## config.mk

```make
export PLATFORM = sky130hd
export DESIGN_NAME = bin_to_bcd_dabble
export DESIGN_NICKNAME = d
export VERILOG_FILES = /design/src/rtl/bin_to_bcd_dabble.sv
export SDC_FILE = /design/constraint.sdc
export NUM_CORES = 1
export LEC_CHECK = 0
export CAP_MARGIN = 0
export CELL_PAD_IN_SITES_DETAIL_PLACEMENT = 1
export CELL_PAD_IN_SITES_GLOBAL_PLACEMENT = 2
export CORE_AREA = 2 2 67 85
export CTS_BUF_LIST = sky130_fd_sc_hd__clkbuf_8
export DETAILED_ROUTE_END_ITERATION = 12
export DIE_AREA = 0 0 69 87
export PLACE_DENSITY_LB_ADDON = 0.12
export SETUP_SLACK_MARGIN = 0.15
export SLEW_MARGIN = 0
export SYNTH_ARGS = -nofsm -noshare
export SYNTH_HDL_FRONTEND = slang
export SYNTH_SLANG_ARGS = --single-unit
```

## constraint.sdc

```tcl
create_clock -name clk -period 2.8 [get_ports clk]
set_input_delay 0.56 -clock clk [delete_from_list [all_inputs] [get_ports clk]]
set_output_delay 0.56 -clock clk [all_outputs]
set_load 0.03 [all_outputs]
```

## src/rtl/bin_to_bcd_dabble.sv

```systemverilog
// rtl/bin_to_bcd_dabble.sv - sequential double-dabble binary to packed BCD converter
// Optional overflow output enabled by defining BIN_TO_BCD_OVF_EN.
module bin_to_bcd_dabble #(
  parameter int WIDTH  = 8,
  parameter int DIGITS = 3
) (
  input  logic                  clk,
  input  logic                  rst_n,
  input  logic                  start,
  input  logic [WIDTH-1:0]      bin,
  output logic                  busy,
  output logic                  done,
  output logic [4*DIGITS-1:0]   bcd
`ifdef BIN_TO_BCD_OVF_EN
  ,
  output logic                  ovf
`endif
);

  localparam int SW = 4 * DIGITS;
  localparam int CW = $clog2(WIDTH + 1);
  localparam logic [CW-1:0] CNT_ONE  = CW'(1);
  localparam logic [CW-1:0] CNT_LOAD = CW'(WIDTH);

  typedef enum logic [1:0] {
    IDLE  = 2'd0,
    SHIFT = 2'd1,
    DONE  = 2'd2
  } state_t;

  state_t          state_q, state_d;
  logic [WIDTH-1:0] src_q, src_d;
  logic [SW-1:0]   scratch_q, scratch_d;
  logic [CW-1:0]   cnt_q, cnt_d;
  logic            busy_q, busy_d;
  logic            done_q, done_d;
  logic [SW-1:0]   bcd_q, bcd_d;
  logic [SW-1:0]   adj;
  logic [SW-1:0]   scratch_shift;

`ifdef BIN_TO_BCD_OVF_EN
  logic            ovf_q, ovf_d;
  logic            ovf_flag_q, ovf_flag_d;
`endif

  // All digits adjust from their pre-adjust values; inputs are <=9 so no carry out.
  always_comb begin
    adj = scratch_q;
    for (int i = 0; i < DIGITS; i++) begin
      if (scratch_q[4*i +: 4] >= 4'd5) begin
        adj[4*i +: 4] = scratch_q[4*i +: 4] + 4'd3;
      end
    end
    scratch_shift = (adj << 1) | SW'(src_q[WIDTH-1]);
  end

  always_ff @(posedge clk) begin
    if (!rst_n) begin
      state_q <= IDLE;
    end else begin
      state_q <= state_d;
    end
  end

  always_comb begin
    state_d = state_q;
    case (state_q)
      IDLE:    if (start) state_d = SHIFT;
      SHIFT:   if (cnt_q == CNT_ONE) state_d = DONE;
      DONE:    state_d = IDLE;
      default: state_d = IDLE;
    endcase
  end

  always_comb begin
    src_d     = src_q;
    scratch_d = scratch_q;
    cnt_d     = cnt_q;
`ifdef BIN_TO_BCD_OVF_EN
    ovf_flag_d = ovf_flag_q;
`endif
    case (state_q)
      IDLE: begin
        if (start) begin
          src_d     = bin;
          scratch_d = '0;
          cnt_d     = CNT_LOAD;
`ifdef BIN_TO_BCD_OVF_EN
          ovf_flag_d = 1'b0;
`endif
        end
      end
      SHIFT: begin
        src_d     = src_q << 1;
        scratch_d = scratch_shift;
        cnt_d     = cnt_q - CNT_ONE;
`ifdef BIN_TO_BCD_OVF_EN
        ovf_flag_d = ovf_flag_q | adj[SW-1];
`endif
      end
      default: ;
    endcase
  end

  // Outputs are registered from the next state so bcd only ever shows a final result.
  always_comb begin
    busy_d = (state_d == SHIFT);
    done_d = (state_d == DONE);
    bcd_d  = bcd_q;
`ifdef BIN_TO_BCD_OVF_EN
    ovf_d  = ovf_q;
`endif
    if (state_q == SHIFT && state_d == DONE) begin
      bcd_d = scratch_shift;
`ifdef BIN_TO_BCD_OVF_EN
      ovf_d = ovf_flag_q | adj[SW-1];
`endif
    end
  end

  always_ff @(posedge clk) begin
    if (!rst_n) begin
      src_q     <= '0;
      scratch_q <= '0;
      cnt_q     <= '0;
      busy_q    <= 1'b0;
      done_q    <= 1'b0;
      bcd_q     <= '0;
`ifdef BIN_TO_BCD_OVF_EN
      ovf_q      <= 1'b0;
      ovf_flag_q <= 1'b0;
`endif
    end else begin
      src_q     <= src_d;
      scratch_q <= scratch_d;
      cnt_q     <= cnt_d;
      busy_q    <= busy_d;
      done_q    <= done_d;
      bcd_q     <= bcd_d;
`ifdef BIN_TO_BCD_OVF_EN
      ovf_q      <= ovf_d;
      ovf_flag_q <= ovf_flag_d;
`endif
    end
  end

  assign busy = busy_q;
  assign done = done_q;
  assign bcd  = bcd_q;
`ifdef BIN_TO_BCD_OVF_EN
  assign ovf  = ovf_q;
`endif

endmodule
```

After elaboration in Yosys (flattened, before gate mapping)
Index checks and enable logic that the tools add are counted.
{"block": "totals", "reg_bits": 40, "output_inout_bits": 14, "elab_cells": 36}
{"block": "op_classes", "add_sub_neg": 4, "magnitude_cmp": 3, "n_eq_ne": 5, "muxes": 12, "bitwise_logic": 1, "n_reduce_logical": 4}
{"cell": "case mux 12 bit (2 select lines)", "count": 1}
{"cell": "case mux 8 bit (2 select lines)", "count": 1}
{"cell": ">= comparator 4 x 3 -> 1 bit (second input constant)", "count": 3}
{"cell": "2-to-1 mux 12 bit", "count": 1}
{"cell": "2-to-1 mux 4 bit", "count": 3}
{"cell": "bitwise OR 12 x 1 -> 12 bit", "count": 1}
{"cell": "adder 4 x 2 -> 4 bit (second input constant)", "count": 2}
{"cell": "2-to-1 mux 8 bit", "count": 1}
{"cell": "case mux 4 bit (2 select lines)", "count": 1}
{"cell": "equality test 2 x 1 -> 1 bit (second input constant)", "count": 2}
{"cell": "equality test 4 x 1 -> 1 bit (second input constant)", "count": 1}
{"cell": "2-to-1 mux 2 bit", "count": 2}
{"cell": "case mux 2 bit (2 select lines)", "count": 1}
{"cell": "subtractor 4 x 1 -> 4 bit (second input constant)", "count": 1}
{"cell": "adder 3 x 2 -> 3 bit (second input constant)", "count": 1}
{"cell": "2-to-1 mux 3 bit", "count": 1}
{"cell": "equality test 2 bit (second input constant)", "count": 1}
{"cell": "zero test 2 bit", "count": 1}
{"cell": "!= test 2 bit (second input constant)", "count": 1}
{"cell": "AND reduction 2 bit", "count": 1}
{"cell": "nonzero test 2 bit", "count": 1}
{"cell": "logical AND 1 bit", "count": 1}

Longest topological paths before layout
Gate-level depths: netlist (run 1).
{"block": "depth", "ltp_word": 5, "depth_mapped": 7, "mapped_depth_nobuf": 6}

Worst setup path after synthesis (run 1)
Ideal clock, no wire load.
{"block": "synth_timing", "kind": "flip-flop to flip-flop", "startpoint": "reg scratch_q[5]", "endpoint": "reg scratch_q[6]", "arrival_ns": 1.373, "setup_slack_ns": 1.352, "stages_incl_launch_ff": 7, "path_buffers": 0, "synth_period_minus_slack_ns": 1.448, "cell_sequence": "dfxtp_1 inv_1 ha_1 nand2b_1 a21oi_1 mux2_2 o21ai_0"}
{"block": "synth_between", "elab_chain_cells": 4}
{"item": "start, declared", "line": "33", "source": "logic [SW-1:0] scratch_q, scratch_d;"}
{"item": "start signal, assigned", "line": "135", "source": "scratch_q <= scratch_d;"}
{"item": "adder 4 x 2 -> 4 bit or >= comparator 4 x 3 -> 1 bit (tied branches)", "line": "51, 50"}
{"item": "2-to-1 mux 4 bit *", "line": "50", "source": "if (scratch_q[4*i +: 4] >= 4'd5) begin"}
{"item": "bitwise OR 12 x 1 -> 12 bit *", "line": "54", "source": "scratch_shift = (adj << 1) | SW'(src_q[WIDTH-1]);"}
{"item": "case mux 12 bit (2 select lines) *", "line": "82", "source": "case (state_q)"}
Every way passes the cells marked *; elsewhere a longest branch is shown, timed or not.
A chain may end at the register's enable or synchronous reset.

Final worst setup path (run 1)
{"block": "layout_timing", "startpoint": "reg bcd_q[11], in the netlist bcd[11]", "endpoint": "out bcd[11]"}
{"item": "start, declared", "line": "37", "source": "logic [SW-1:0] bcd_q, bcd_d;"}
{"item": "start signal, assigned", "line": "128", "source": "bcd_q <= '0;"}
{"item": "start signal, assigned", "line": "139", "source": "bcd_q <= bcd_d;"}
{"item": "end, declared", "line": "13", "source": "output logic [4*DIGITS-1:0] bcd"}
No word-level cell between the ends.

==> results.sh, run 1 <==
export IMPL_max_freq_mhz=533
export IMPL_min_period_ns=1.87
export IMPL_gp_congestion=0.798
export IMPL_cts_tree="done"
export IMPL_syn_cell_area_um2=1770
export IMPL_netlist_instances=201
export IMPL_crit_slowest_cell="clkdlybuf4s50_1"
export IMPL_max_cap_violations=0
export IMPL_cp_start_kind="flip-flop"
export IMPL_slowest_delay_ns=0.68
export IMPL_io_pins=25
export IMPL_cp_end_kind="output port"
export IMPL_nNetsFinal=245
export IMPL_vdd_drop_max_mv=0.293
export IMPL_grt_pass1_vias=1626
export IMPL_viasPerCell=5.29
export IMPL_crit_family="buffers and inverters"
export IMPL_clk_latency_ns=0.29
export IMPL_worstHoldPathType="reg2reg"
export IMPL_clk_pin_slew_worst_paths_ns=0.08
export IMPL_synth_seq_cells=40
export IMPL_drc=0
export IMPL_required_ns=2.24
export IMPL_core_area_um2=5260
export IMPL_setup_tns_ns=0
export IMPL_post_cts_buffers=0
export IMPL_grt_use_total=0.164
export IMPL_dr_first_iter_drc_count=51
export IMPL_antenna_found_initial=0
export IMPL_start_util=0.338
export IMPL_final_common_cell="dfxtp_1"
export IMPL_setup_violations_final=0
export IMPL_p_leak_nw=0.787
export IMPL_fin_crit_sh=0.670
export IMPL_postCtsHoldBufs=0
export IMPL_ant_nets=0
export IMPL_fp_dieH_um=87
export IMPL_vias=1533
export IMPL_diodes=0
export IMPL_final_cell_mix="dfxtp_1, nand2_1, clkdlybuf4s50_1, nor2_1, a21oi_1"
export IMPL_routedWlPerCell_um=15.7
export IMPL_grt_max_degree=24
export IMPL_synth_nets=220
export IMPL_synth_cell_type_count=33
export IMPL_worst_path_buf_inv=1
export IMPL_ys_warn_count=0
export IMPL_clock_path_buffers=2
export IMPL_cts_sinks=40
export IMPL_drv_slew=0
export IMPL_firstDrtPassIters=4
export IMPL_drive_gt1_frac=0.0929
export IMPL_worstPathArrival_ns=1.31
export IMPL_die_area_um2=6000
export IMPL_row_count=30
export IMPL_maxSlewHeadroom=0.473
export IMPL_critical_path_class="reg2out"
export IMPL_p_per_area_nw_per_um2=515
export IMPL_hpwl_mm=3.41
export IMPL_syn_to_final_growth_pct=20.7
export IMPL_finalHoldViolCount=0
export IMPL_whs_ns=0.464
export IMPL_rsz0062_at_grt="false"
export IMPL_drt_total_wl_mm=4.55
export IMPL_ys_seq_area_frac=0.451
export IMPL_die_w_um=69
export IMPL_worst_slew_pin_transition_ns=0.789
export IMPL_cts_buffers=5
export IMPL_overflow=0
export IMPL_cp_cell_sequence="clkdlybuf4s50_1"
export IMPL_synth_area_per_cell_um2=8.83
export IMPL_htreeDepth=2
export IMPL_grt_pass1_wl_mm=7.83
export IMPL_post_cts_resize_count=0
export IMPL_path_max_fanout=2
export IMPL_finClkSkew_ns=0.00374
export IMPL_outcome="finished, final reports clean"
export IMPL_io_buffers=24
export IMPL_clock_root_buffer="clkbuf_8"
==> report_power, final <==
part | switching (mW) | internal, mW | total (mW)
registers | 0.0181 | 0.592 | 0.610
logic | 0.0796 | 0.0537 | 0.133
clock network | 0.194 | 0.166 | 0.360
==> path summary, 6_finish.rpt <==
path / start / to / slack [ns] / cells after the start
max: bcd[11]$_SDFFE_PN0P_ / bcd[11] / 0.93 / 1
min: bcd[0]$_SDFFE_PN0P_ / bcd[0]$_SDFFE_PN0P_ / 0.46 / 2
max reg2reg: state_q[0]$_SDFF_PN0_ / bcd[2]$_SDFFE_PN0P_ / 0.98 / 4
min reg2reg: bcd[0]$_SDFFE_PN0P_ / bcd[0]$_SDFFE_PN0P_ / 0.46 / 2
==> metal layers <==
| layer | GRT usage | wire, um |
|---|---|---|
| met1 | 0.183 | 1960 |
| met2 | 0.311 | 2380 |
| met3 | 0.0336 | 162 |
| met4 | 0.0535 | 55 |
| met5 | 0 | 0 |
==> cells in the mapped netlist <==
library cell / number / area (um2)
nand3b_1: 1 / 7.51
and2_1: 1 / 6.26
o31ai_1: 2 / 15.0
o21ai_1: 3 / 15.0
nand2_4: 1 / 11.3
a311oi_1: 7 / 61.3
nor2_1: 15 / 56.3
nor3b_1: 5 / 37.5
buf_4: 3 / 22.5
nor2_4: 1 / 11.3
buf_6: 1 / 11.3
nand2b_1: 5 / 31.3
a22oi_1: 1 / 7.51
a2bb2oi_1: 1 / 8.76
nand3_1: 11 / 55.1
xnor2_1: 3 / 26.3
ha_1: 8 / 100
a211oi_1: 1 / 7.51
clkbuf_1: 3 / 11.3
buf_2: 3 / 15.0
dfxtp_1: 40 / 801
a21oi_1: 14 / 70.1
o32ai_1: 6 / 52.6
and3_1: 2 / 12.5
nor3_1: 1 / 5.00
nor2b_1: 3 / 18.8
mux2_2: 3 / 33.8
inv_1: 12 / 45.0
a21o_1: 2 / 15.0
o21ai_0: 8 / 40.0
nand2_1: 27 / 101
a32oi_1: 1 / 8.76
o21ai_2: 6 / 52.6
==> stage by stage <==
stage / power (mW) / std cells / instance area [um2] / setup slack (ns) / utilization
after floorplan: 0.710 / 201 / 1770 / 1.35 / -
after global placement: 0.753 / 283 / 2060 / 0.870 / 0.393
after detailed placement: 0.759 / 283 / 2060 / 0.789 / 0.393
after CTS: 1.13 / 290 / 2140 / 0.902 / 0.408
after global routing: 1.17 / 290 / 2140 / 0.848 / 0.408
final: 1.10 / 290 / 2140 / 0.925 / 0.408
==> logic make-up after synthesis <==
group,after synthesis,share of synthesized area
AO/OA/AOI/OAI,52,0.200
multiplexers,3,0.0190
buffers and inverters,22,0.0592
adder cells (fa/ha/maj),8,0.0564
flip-flops,40,0.451
XOR/XNOR,3,0.0148
AND/OR/NAND/NOR,73,0.200
==> area by class of cell <==
class,count,area [um2]
Fill cell,623,3110
Multi-Input combinational cell,139,868
Sequential cell,40,801
Timing Repair Buffer,28,270
Tap cell,64,80.1
Clock buffer,5,68.8
Inverter,12,45.0
Clock inverter,2,8.76
==> sequential cells by signal (all words and copies together), names as in the netlist <==
| signal | cells |
|---|---|
| state_q | 2 |
| cnt_q | 4 |
| busy | 1 |
| done | 1 |
| bcd | 12 |
| src_q | 8 |
| scratch_q | 12 |
(Power assumes the default switching activity.)
==> run 2: changes to the inputs <==
--- a/config.mk
+++ b/config.mk
@@ -8,10 +8,10 @@
 export CAP_MARGIN = 0
 export CELL_PAD_IN_SITES_DETAIL_PLACEMENT = 1
 export CELL_PAD_IN_SITES_GLOBAL_PLACEMENT = 2
-export CORE_AREA = 2 2 67 85
+export CORE_AREA = 2 2 71 90
 export CTS_BUF_LIST = sky130_fd_sc_hd__clkbuf_8
 export DETAILED_ROUTE_END_ITERATION = 12
-export DIE_AREA = 0 0 69 87
+export DIE_AREA = 0 0 73 92
 export PLACE_DENSITY_LB_ADDON = 0.12
 export SETUP_SLACK_MARGIN = 0.15
 export SLEW_MARGIN = 0
==> constraint.sdc (replaced) <==
create_clock -name clk -period 1.6 [get_ports clk]
set_input_delay 0.32 -clock clk [delete_from_list [all_inputs] [get_ports clk]]
set_output_delay 0.32 -clock clk [all_outputs]
set_load 0.03 [all_outputs]
==> results.sh, run 2 (same netlist as run 1, synthesis figures left out) <==
export IMPL_final_core_util=0.418
export IMPL_pwr_share_seq=0.471
export IMPL_final_common_cell="dfxtp_1"
export IMPL_grt_pass1_vias=1714
export IMPL_cts_buffers=5
export IMPL_cp_end_kind="flip-flop"
export IMPL_rsz0062_at_grt="true"
export IMPL_combPwrFrac=0.129
export IMPL_required_ns=1.82
export IMPL_final_cell_mix="dfxtp_1, nand2_1, buf_4, nor2_1, dlygate4sd2_1"
export IMPL_die_area_um2=6720
export IMPL_diodes=0
export IMPL_cts_sinks=40
export IMPL_overflow=0
export IMPL_finalHoldViolCount=0
export IMPL_fillers=673
export IMPL_dpl_worst_slack_ns=-0.0611
export IMPL_worst_slew_pin_transition_ns=0.343
export IMPL_ant_nets=0
export IMPL_p_leak_nw=1.02
export IMPL_worstHoldPathType="reg2reg"
export IMPL_routedWlPerCell_um=15.9
export IMPL_grt_pass1_wl_mm=8.31
export IMPL_drive_gt1_frac=0.305
export IMPL_power_switching_uw=548
export IMPL_vdd_drop_max_mv=0.380
export IMPL_worstPathArrival_ns=1.62
export IMPL_syn_to_final_growth_pct=40.7
export IMPL_clk_pin_slew_worst_paths_ns=0.08
export IMPL_min_period_ns=1.40
export IMPL_fin_ws_ns=0.196
export IMPL_clkPwrFrac=0.400
export IMPL_whs_ns=0.469
export IMPL_drt_total_wl_mm=4.96
export IMPL_maxSlewHeadroom=0.769
export IMPL_cp_start_kind="flip-flop"
export IMPL_clk_latency_ns=0.29
export IMPL_row_count=32
export IMPL_critical_path_class="reg2reg"
export IMPL_htreeDepth=2
export IMPL_clock_path_buffers=2
export IMPL_io_pins=25
export IMPL_drv_slew=0
export IMPL_dr_first_iter_drc_count=58
export IMPL_hpwl_mm=3.67
export IMPL_fin_crit_sh=0.877
export IMPL_finClkSkew_ns=0.00683
export IMPL_setup_violations_final=0
export IMPL_switching_share=0.242
export IMPL_clock_root_buffer="clkbuf_8"
export IMPL_viasPerCell=5.07
export IMPL_die_w_um=73
export IMPL_max_cap_violations=0
export IMPL_fp_dieH_um=92
export IMPL_antenna_found_initial=0
export IMPL_path_max_fanout=4
export IMPL_io_buffers=24
export IMPL_max_freq_mhz=712
export IMPL_cts_tree="done"
export IMPL_grt_use_total=0.158
export IMPL_power_total_mw=2.27
export IMPL_internal_power_mw=1.72
export IMPL_nNetsFinal=261
export IMPL_firstDrtPassIters=4
export IMPL_gp_congestion=0.738
export IMPL_vias=1576
export IMPL_core_area_um2=5970
export IMPL_p_per_area_nw_per_um2=907
export IMPL_drc=0
export IMPL_grt_max_degree=17
export IMPL_outcome="finished, final reports clean"
export IMPL_start_util=0.297
==> run 2: power groups by stage <==
| stage | registers, mW | logic, mW | clock network [mW] |
|---|---|---|---|
| detailed placement | 1.09 | 0.269 | 0 |
| floorplan | 1.09 | 0.151 | 0 |
| global placement | 1.09 | 0.259 | 0 |
| global route | 1.07 | 0.323 | 0.986 |
| finish | 1.07 | 0.291 | 0.906 |
| CTS | 1.07 | 0.279 | 0.928 |
==> run 2: repair_timing <==
item,4_1_cts,5_1_grt
buffers inserted,3,1
hold endpoints to repair,0,0
pin swaps,4,6
hold buffers,0,0
setup endpoints to repair,27,26
gates resized for setup,34,31
==> run 2: worst paths after layout <==
| check | startpoint | end | slack [ns] | depth (start not counted) |
|---|---|---|---|---|
| worst max-delay path | scratch_q[1]$_SDFFE_PN0P_ | scratch_q[2]$_SDFFE_PN0P_ | 0.20 | 6 |
| worst min-delay path | bcd[9]$_SDFFE_PN0P_ | bcd[9]$_SDFFE_PN0P_ | 0.47 | 2 |
| worst max register to register | scratch_q[1]$_SDFFE_PN0P_ | scratch_q[2]$_SDFFE_PN0P_ | 0.20 | 6 |
| worst min register to register | bcd[9]$_SDFFE_PN0P_ | bcd[9]$_SDFFE_PN0P_ | 0.47 | 2 |
==> run 2: area by class of cell <==
class	instances	area (um2)	share of cell area
clock buffer	7	96.3	0.0386
clock inverter	1	30.0	0.0120
inverter	12	47.5	0.0190
multi-input combinational	139	1040	0.415
sequential	40	808	0.324
tap	68	85.1	0.0341
timing repair buffer	44	393	0.157
==> run 2: critical path, stage by stage, from the launching register on <==
cell      delay [ns]
dfxtp_2         0.34
inv_2           0.06
ha_1            0.19
nand2b_4        0.15
a21oi_4         0.15
mux2_4          0.33
o21ai_1         0.13
==> run 2: metal layers <==
metal / wire [um] / global-route usage / share of wire / vias to the layer above
met5: 0 / 0 / 0 / -
met4: 18 / 0.0293 / 0.0036 / 0
met3: 146 / 0.0330 / 0.029 / 2
met2: 2640 / 0.297 / 0.53 / 24
met1: 2150 / 0.179 / 0.43 / 762
li1: - / - / - / 788
==> run 2: through the flow <==
stage / area (um2) / TNS, ns / std cells
finish: 2500 / 0 / 311
global route: 2500 / 0 / 311
CTS: 2370 / 0 / 310
detailed placement: 2170 / -0.160 / 299
global placement: 2170 / 0 / 299
floorplan: 1770 / 0 / 201
==> run 3: changes to the inputs <==
--- a/config.mk
+++ b/config.mk
@@ -13,6 +13,7 @@
 export DETAILED_ROUTE_END_ITERATION = 12
 export DIE_AREA = 0 0 73 92
 export PLACE_DENSITY_LB_ADDON = 0.12
+export REMOVE_ABC_BUFFERS = 1
 export SETUP_SLACK_MARGIN = 0.15
 export SLEW_MARGIN = 0
 export SYNTH_ARGS = -nofsm -noshare
==> results.sh, run 3 (same netlist as run 1, synthesis figures left out) <==
export IMPL_fp_dieH_um=92
export IMPL_nNetsFinal=264
export IMPL_worst_slew_pin_transition_ns=0.308
export IMPL_pwr_share_seq=0.517
export IMPL_drt_total_wl_mm=4.88
export IMPL_rsz0062_at_grt="true"
export IMPL_antenna_found_initial=0
export IMPL_power_switching_uw=540
export IMPL_die_area_um2=6720
export IMPL_maxSlewHeadroom=0.796
export IMPL_power_total_mw=2.05
export IMPL_grt_use_total=0.158
export IMPL_worstPathArrival_ns=1.65
export IMPL_switching_share=0.263
export IMPL_gp_congestion=0.747
export IMPL_worstHoldPathType="reg2reg"
export IMPL_clk_latency_ns=0.29
export IMPL_cts_tree="done"
export IMPL_drc=0
export IMPL_start_util=0.297
export IMPL_max_cap_violations=0
export IMPL_finalHoldViolCount=0
export IMPL_firstDrtPassIters=4
export IMPL_cp_start_kind="flip-flop"
export IMPL_min_period_ns=1.41
export IMPL_cts_sinks=40
export IMPL_setup_violations_final=0
export IMPL_routedWlPerCell_um=15.5
export IMPL_fillers=687
export IMPL_overflow=0
export IMPL_outcome="finished, final reports clean"
export IMPL_final_common_cell="dfxtp_1"
export IMPL_viasPerCell=5.11
export IMPL_p_per_area_nw_per_um2=818
export IMPL_grt_max_degree=20
export IMPL_clkPwrFrac=0.336
export IMPL_diodes=0
export IMPL_grt_pass1_wl_mm=8.20
export IMPL_postCtsHoldBufs=0
export IMPL_p_leak_nw=1.02
export IMPL_final_core_util=0.421
export IMPL_clock_path_buffers=2
export IMPL_fin_crit_sh=0.884
export IMPL_final_cell_mix="dfxtp_1, nand2_1, buf_4, nor2_1, dlygate4sd2_1"
export IMPL_vdd_drop_max_mv=0.286
export IMPL_required_ns=1.83
export IMPL_internal_power_mw=1.51
export IMPL_cts_buffers=5
export IMPL_path_max_fanout=4
export IMPL_syn_to_final_growth_pct=41.5
export IMPL_drv_slew=0
export IMPL_cp_end_kind="flip-flop"
export IMPL_hpwl_mm=3.58
export IMPL_core_area_um2=5970
export IMPL_io_pins=25
export IMPL_critical_path_class="reg2reg"
export IMPL_whs_path_depth=2
export IMPL_die_w_um=73
export IMPL_row_count=32
export IMPL_vias=1606
export IMPL_reg2regPathDepth=6
export IMPL_max_freq_mhz=707
export IMPL_ant_nets=0
export IMPL_htreeDepth=2
export IMPL_dr_first_iter_drc_count=49
export IMPL_io_buffers=24
export IMPL_ff2ff_setup_slack_ns=0.19
export IMPL_finClkSkew_ns=0.00432
export IMPL_clock_root_buffer="clkbuf_8"
export IMPL_drive_gt1_frac=0.301
export IMPL_grt_pass1_vias=1766
export IMPL_clk_pin_slew_worst_paths_ns=0.08
export IMPL_combPwrFrac=0.147
[run 3: final timing paths]
kind                             start                  end
max          scratch_q[5]$_SDFFE_PN0P_  bcd[6]$_SDFFE_PN0P_
min                bcd[0]$_SDFFE_PN0P_  bcd[0]$_SDFFE_PN0P_
min reg2reg        bcd[0]$_SDFFE_PN0P_  bcd[0]$_SDFFE_PN0P_
max reg2reg  scratch_q[5]$_SDFFE_PN0P_  bcd[6]$_SDFFE_PN0P_
[run 3: critical path, stage by stage (launching register included)]
cell      delay, ns
dfxtp_2        0.36
inv_4          0.05
ha_1           0.18
nand2b_4       0.15
a21oi_4        0.16
mux2_4         0.34
o21ai_2        0.12
[run 3: what timing repair did]
action,CTS,global route
resized for setup,38,26
setup endpoints to repair,29,22
setup buffers,1,3
pin swaps,2,7
[run 3: cell type report]
type,count,area (um2),share of cell area
Clock buffer,6,82.6,0.0329
Clock inverter,2,7.51,0.00299
Inverter,12,50.0,0.0199
Multi-Input combinational cell,139,1060,0.422
Sequential cell,40,807,0.321
Tap cell,68,85.1,0.0339
Timing Repair Buffer,47,420,0.167
[run 3: power groups by stage]
| stage | Clock [mW] | Sequential [mW] | Combinational, mW |
|---|---|---|---|
| after detailed placement | 0 | 1.08 | 0.289 |
| after global routing | 0.747 | 1.07 | 0.336 |
| after global placement | 0 | 1.08 | 0.281 |
| after CTS | 0.720 | 1.06 | 0.291 |
| final | 0.690 | 1.06 | 0.301 |
| after floorplan | 0 | 1.09 | 0.128 |
[run 3: metrics by stage]
stage                     cells  worst slack, ns  setup TNS, ns  hold slack (ns)  area [um2]
after floorplan             191            0.151              0            0.446        1710
after global placement      302           0.0168              0            0.448        2210
after detailed placement    302          -0.0879         -0.493            0.458        2210
after CTS                   311            0.106              0            0.466        2350
after global routing        314            0.133              0            0.478        2510
final                       314            0.186              0            0.458        2510
[run 3: routing by layer]
metal | part of all wire | global-route usage | vias to the layer above
li1 | - | - | 785
met4 | 0.033 | 0.0849 | 0
met2 | 0.55 | 0.292 | 32
met5 | 0 | 0 | -
met1 | 0.39 | 0.157 | 777
met3 | 0.027 | 0.0330 | 12
